**config.mk**
```make
export PLATFORM = sky130hd
export DESIGN_NAME = alu_arbiter
export DESIGN_NICKNAME = d
export VERILOG_FILES = /design/src/rtl/alu_arbiter.sv
export SDC_FILE = /design/constraint.sdc
export NUM_CORES = 1
export LEC_CHECK = 0
export BUFFER_PORTS_ARGS = -buffer_cell sky130_fd_sc_hd__buf_4
export CORE_AREA = 2 2 107 109
export CTS_CLUSTER_SIZE = 8
export DETAILED_ROUTE_END_ITERATION = 7
export DIE_AREA = 0 0 109 111
export PLACE_DENSITY = 0.63
export REMOVE_ABC_BUFFERS = 1
export SLEW_MARGIN = 10
export SYNTH_ARGS = -nofsm -noshare
export SYNTH_HDL_FRONTEND = slang
export SYNTH_SLANG_ARGS = --single-unit
```
**constraint.sdc**
```tcl
create_clock -name clk -period 1.6 [get_ports clk]
set_input_delay 0.08 -clock clk [delete_from_list [all_inputs] [get_ports clk]]
set_output_delay 0.08 -clock clk [all_outputs]
set_load 0.005 [all_outputs]
```
**src/rtl/alu_arbiter.sv**
```systemverilog
// Round-robin arbiter that shares one combinational ALU between the execute stage (0)
// and the auxiliary address/CSR unit (1), capturing each result in a one-entry tagged response register.
module alu_arbiter #(
  parameter int GPR_WIDTH = 32,
  parameter int OP_WIDTH  = 4
) (
  input  logic                 clk,
  input  logic                 rst,
  input  logic                 req0_valid,
  input  logic                 req1_valid,
  input  logic [OP_WIDTH-1:0]  req0_op,
  input  logic [OP_WIDTH-1:0]  req1_op,
  input  logic [GPR_WIDTH-1:0] req0_in_0,
  input  logic [GPR_WIDTH-1:0] req0_in_1,
  input  logic [GPR_WIDTH-1:0] req1_in_0,
  input  logic [GPR_WIDTH-1:0] req1_in_1,
  output logic                 req0_ready,
  output logic                 req1_ready,
  output logic [OP_WIDTH-1:0]  alu_op,
  output logic [GPR_WIDTH-1:0] alu_in_0,
  output logic [GPR_WIDTH-1:0] alu_in_1,
  input  logic [GPR_WIDTH-1:0] alu_out,
  output logic                 rsp_valid,
  output logic                 rsp_id,
  output logic [GPR_WIDTH-1:0] rsp_data,
  input  logic                 rsp_ready
);

  // Handshake: a request transfers on a rising edge where reqN_valid & reqN_ready.
  // Ready is combinational and never depends on the requester's own ready, only on
  // its valid, the round-robin grant and whether the response slot can take a result.

  logic                 r_last_grant;
  logic                 r_rsp_valid;
  logic                 r_rsp_id;
  logic [GPR_WIDTH-1:0] r_rsp_data;

  logic w_slot_free;
  logic w_grant_valid;
  logic w_grant_id;
  logic w_accept;

  assign w_slot_free   = ~r_rsp_valid | rsp_ready;
  assign w_grant_valid = req0_valid | req1_valid;
  // On a tie the requester that did not win last time goes; otherwise the lone requester.
  assign w_grant_id    = (req0_valid & req1_valid) ? ~r_last_grant : req1_valid;

  // Readys are masked by rst so nothing is taken while reset is held.
  assign req0_ready = ~rst & w_slot_free & req0_valid & ~w_grant_id;
  assign req1_ready = ~rst & w_slot_free & req1_valid &  w_grant_id;
  assign w_accept   = req0_ready | req1_ready;

  always_comb begin
    alu_op   = '0;
    alu_in_0 = '0;
    alu_in_1 = '0;
    if (w_grant_valid) begin
      if (w_grant_id) begin
        alu_op   = req1_op;
        alu_in_0 = req1_in_0;
        alu_in_1 = req1_in_1;
      end else begin
        alu_op   = req0_op;
        alu_in_0 = req0_in_0;
        alu_in_1 = req0_in_1;
      end
    end
  end

  always_ff @(posedge clk or posedge rst) begin
    if (rst) begin
      r_last_grant <= 1'b1;
      r_rsp_valid  <= 1'b0;
      r_rsp_id     <= 1'b0;
      r_rsp_data   <= '0;
    end else if (w_accept) begin
      r_last_grant <= w_grant_id;
      r_rsp_valid  <= 1'b1;
      r_rsp_id     <= w_grant_id;
      r_rsp_data   <= alu_out;
    end else if (rsp_ready) begin
      r_rsp_valid  <= 1'b0;
    end
  end

  assign rsp_valid = r_rsp_valid;
  assign rsp_id    = r_rsp_id;
  assign rsp_data  = r_rsp_data;

endmodule

```
**Word-level counts from Yosys, hierarchy flattened**

Index checks and enable logic that the tools add are counted.

- Muxes and demuxes: 9
- Bitwise logic cells: 13
- Reduce and logical (&&, ||, !) cells: 1

Operators by type and width:

| operator | number |
|---|---|
| 32-bit two-way mux | 4 |
| 4-bit two-way mux | 2 |
| 1-bit bitwise AND | 6 |
| 1-bit NOT | 4 |
| 1-bit two-way mux | 3 |
| 1-bit OR | 3 |
| 2-bit nonzero test | 1 |

- Flip-flop bits (word level): 35
- Bits of input ports: 173
- Logic and storage cells: 27

**Longest topological paths before layout**

- Depth after elaboration: 7
- Mapped depth: 7
- Mapped depth without buffers: 3

**Worst setup path before layout**

Ideal clock, no wire load.

- Path kind: register to register
- From: register r_rsp_valid, in the netlist rsp_valid
- To: register r_rsp_data[0], in the netlist rsp_data[0]
- Setup time: 0.125 ns
- Arrival: 1.323 ns
- Required time: 1.475 ns
- Setup slack: 0.151 ns
- Stages on the path, launching flop included: 5
- Buffers on the path: 1
- Cells stage by stage: dfrtp_1 -> nor2b_1 -> nor3_4 -> buf_6 -> mux2_4

- Word-level cells in the longest chain between the ends: 6
- Elaborated cells on any way between the ends: 8
- Classes of those cells: bitwise (8)

RTL lines:

| item | RTL line | RTL |
|---|---|---|
| start, declared | 34 | `logic r_rsp_valid;` |
| start signal, assigned | 73 | `r_rsp_valid <= 1'b0;` |
| start signal, assigned | 78 | `r_rsp_valid <= 1'b1;` |
| start signal, assigned | 82 | `r_rsp_valid <= 1'b0;` |
| 1-bit NOT * | 43 | `assign w_slot_free = ~r_rsp_valid \| rsp_ready;` |
| 1-bit OR * | 43 |  |
| 1-bit bitwise AND * | 49, 50 |  |
| 1-bit bitwise AND (on tied branches) (2 in a row) | 49, 50 |  |
| 1-bit OR * | 51 | `assign w_accept = req0_ready \| req1_ready;` |
| end signal, assigned | 80 | `r_rsp_data <= alu_out;` |
| end, declared | 36 | `logic [GPR_WIDTH-1:0] r_rsp_data;` |

Mark *: on every way between the ends. The rest lies on a longest branch, timed or not.
A chain may end at the register's enable or synchronous reset.

**Worst setup path after layout**

- From: register r_last_grant
- To: output port alu_in_0[18]

- Word-level cells in the longest chain between the ends: 4

RTL lines:

| item | RTL line | RTL |
|---|---|---|
| start, declared | 33 | `logic r_last_grant;` |
| start signal, assigned | 77 | `r_last_grant <= w_grant_id;` |
| 1-bit NOT | 46 | `assign w_grant_id = (req0_valid & req1_valid) ? ~r_last_grant : req1_valid;` |
| 1-bit two-way mux | 46 |  |
| 32-bit two-way mux | 58 | `if (w_grant_id) begin` |
| 32-bit two-way mux | 57 | `if (w_grant_valid) begin` |
| end, declared | 20 | `output logic [GPR_WIDTH-1:0] alu_in_0,` |

Every way passes these cells.

==> key figures <==
Global routing
  • Overflow after GRT: 0
  • GRT Resource Usage Total: 15.0%
  • Largest net degree at the start of global routing: 71
  • Antenna violations before repair: 0
  • Vias in the first global route: 2902
  • Global-route wire length before repair: 14400 um

Die
  • I/O pin cnt: 277
  • Core area: 11100 sq um
  • Effective utilization at floorplan: 22.3%
  • Die area: 12100 sq um
  • Chip height: 111 um
  • Row count: 39
  • Die width: 109 um

Yosys
  • Synth Cell Area: 2470 sq um
  • #FFs+latches synth: 35
  • Top cells by count, synth: 136 x nand2_1, 39 x o21ai_0, 34 x dfrtp_1, 30 x mux2_4, 30 x o21ai_1
  • Seq/Total Area, Yosys: 35.5%
  • Synth area leaders: dfrtp_1 34%, nand2_1 21%, mux2_4 18%, o21ai_0 7.9%, o21ai_1 6.1%
  • Primary FF master, synth: dfrtp_1
  • Synth warn: 0
  • Post-synth ARST share: 100%
  • Synthesized area per cell: 7.93 sq um
  • Post-synth EDFFs: 0
  • Most frequent cell after synthesis: nand2_1
  • Top cell type's share of synthesized area: 34.5%
  • Area leader, netlist: dfrtp_1
  • Number of cells produced by synthesis: 311
  • Count of different cell masters after synthesis: 22

STA
  • Slew Viols, Final: 0
  • Fmax: 623 MHz
  • Setup violators final: 1
  • Final hold slack: 0.0296 ns
  • RSZ-0062 raised after global routing: yes
  • Total negative slack: -0.00423 ns
  • Least-Margin Pin Slew: 0.414 ns
  • Slew headroom: 72.4%
  • Final Hold Fails: 0
  • Final min period: 1.60 ns
  • Final WS setup: -0.00423 ns
  • Clk_skew: 0.00619 ns
  • Final worst-path cycle share: 100%

Placement
  • Global placer's final weighted congestion: 0.880
  • Buffers on Ports: 276
  • Setup WS pre-CTS: 0.0761 ns
  • Detail Placement HPWL: 8100 um
  • Placed cell area: 4650 sq um

Hold path
  • Worst Hold Depth: 2
  • Hold Crit Endpoint: rsp_data[15]
  • Hold crit path type: in2reg
  • Min-delay src: alu_out[15]

Power
  • Peak supply drop: 0.567 mV
  • Switching part of the total: 29.3%
  • Power share of the combinational group: 47.6%
  • Leak: 2.74 nW
  • Tot Pwr: 4.06 mW
  • Cell Int Power: 2.87 mW
  • Pwr Density: 768 nW/um^2
  • Clock Power Share: 23.8%
  • NetSw: 1.19 mW
  • Part of the power in registers: 28.6%

Setup path
  • WS Path Type: reg2out
  • Setup crit end kind: output pin
  • Startpoint Class: register
  • Worst R2R Start: rsp_valid
  • Setup crit start: r_last_grant
  • R2R Path End: rsp_data[21]
  • Worst Path Max Fanout: 9
  • CP Data Arrival Time: 1.52 ns
  • R2r setup slk: 0.07 ns
  • Worst r2r path cells: 4
  • Critical Path RT: 1.52 ns

Detailed routing
  • DRC viols: 0
  • Vias: 3348
  • Drt pass-1 iters: 4
  • Met2 wire len: 5800 um
  • Uppermost layer routed: met4
  • WL/cell: 15.9 um
  • Initial DRC count: 192
  • Met3 WL: 1150 um
  • WL final: 11700 um
  • Routed Antenna Nets: 0
  • Routed vias/inst: 4.56
  • Wl on met1: 4550 um

Finish
  • Antenna diode count: 0
  • Layout area overhead: 114%
  • Nets: 764
  • FILL cells: 1075
  • Post-route cell area: 5290 sq um
  • Share of layout cells above drive strength 1: 65.4%

Clock tree
  • Skew-Pair Late Insertion Delay: 0.28 ns
  • Reg clk slew, reported paths: 0.06 ns
  • Number of H-tree levels: 2
  • TritonCTS Buffers: 5
  • CTS root buffer: clkbuf_16
  • CTS Buffer Depth: 2
  • CTS tree: yes
  • Clock Sinks: 35

Run status
  • Run status: finished, violations left
  • Violated checks: negative setup slack

Flow run
  • Max capacitance violation total: 0
critical path, cell delays in order (launching register included):
cell and delay, ns:
dfstp_2 0.55, a21boi_4 0.07, buf_8 0.16, clkbuf_16 0.17, o21ai_1 0.15, buf_4 0.13
final cells by class:
type	count	area [sq um]	share of cell area, %
clock buffers	7	143	2.70
well taps	143	179	3.38
flip-flops and latches	35	877	16.6
repair buffers	299	2470	46.8
multi-input cells	249	1610	30.4
clock inverters	1	5.00	0.0947
inverters	1	3.75	0.0710
worst max path at each step:
stage                              end  depth (start not counted)
after floorplan                 rsp_id                          3
after global placement    rsp_data[21]                          4
after detailed placement  rsp_data[21]                          4
after CTS                 alu_in_0[27]                          5
after global routing      alu_in_0[28]                          6
final                     alu_in_0[18]                          5
registers in the layout (all words and copies together), names as in the netlist:
| signal | cells |
|---|---|
| rsp_data | 32 |
| rsp_id | 1 |
| r_last_grant | 1 |
| rsp_valid | 1 |
kinds of logic (layout without fill, tap and decap cells):
family                 count (synthesis)  count (layout)  synth area share [%]
flip-flops                            35              35                  35.5
buffers and inverters                 27             308                  7.05
AO/OA/AOI/OAI                         72              72                  15.1
AND/OR/NAND/NOR                      145             145                  23.1
multiplexers                          32              32                  19.2
layout by cell type, fill, tap and decap left out, drive strengths merged:
master	Yosys	layout
inv	1	1
clkbuf	7	13
a21boi	1	1
and3	1	1
a22o	1	1
dfrtp	34	34
nor2	3	3
clkinv	0	1
dlygate4sd3	0	1
nor2b	2	2
mux2	32	32
buf	19	292
dfstp	1	1
nand2b	1	1
nand3	1	1
nand2	136	136
o21ai	69	69
a21o	1	1
nor3	1	1
per-stage QoR:
stage | util (%) | instances
global route | 47.7 | 735
finish | 47.7 | 735
global placement | 42.0 | 710
CTS | 43.4 | 719
detailed placement | 42.0 | 710
floorplan | - | 285
layer usage:
layer,GRT usage [%],vias to the layer above
met5,0,-
met4,4.36,0
met3,3.70,16
met2,26.9,190
met1,17.4,1559
li1,-,1583
power by group through the flow:
| stage | clock network, mW | registers (mW) | logic [mW] |
|---|---|---|---|
| global placement | 0 | 1.17 | 1.58 |
| CTS | 0.995 | 1.17 | 1.61 |
| finish | 0.965 | 1.16 | 1.94 |
| detailed placement | 0 | 1.17 | 1.61 |
| floorplan | 0 | 1.16 | 0.584 |
| global route | 1.03 | 1.18 | 2.07 |
what timing repair did:
action,4_1_cts,5_1_grt
endpoints found under the setup margin,2,60
hold endpoints to repair,2,0
pin swaps,0,6
resized for setup,2,98
cloned,0,13
hold buffers,1,0
setup buffers,0,3
Note: power is estimated with default switching activity, not from simulation.
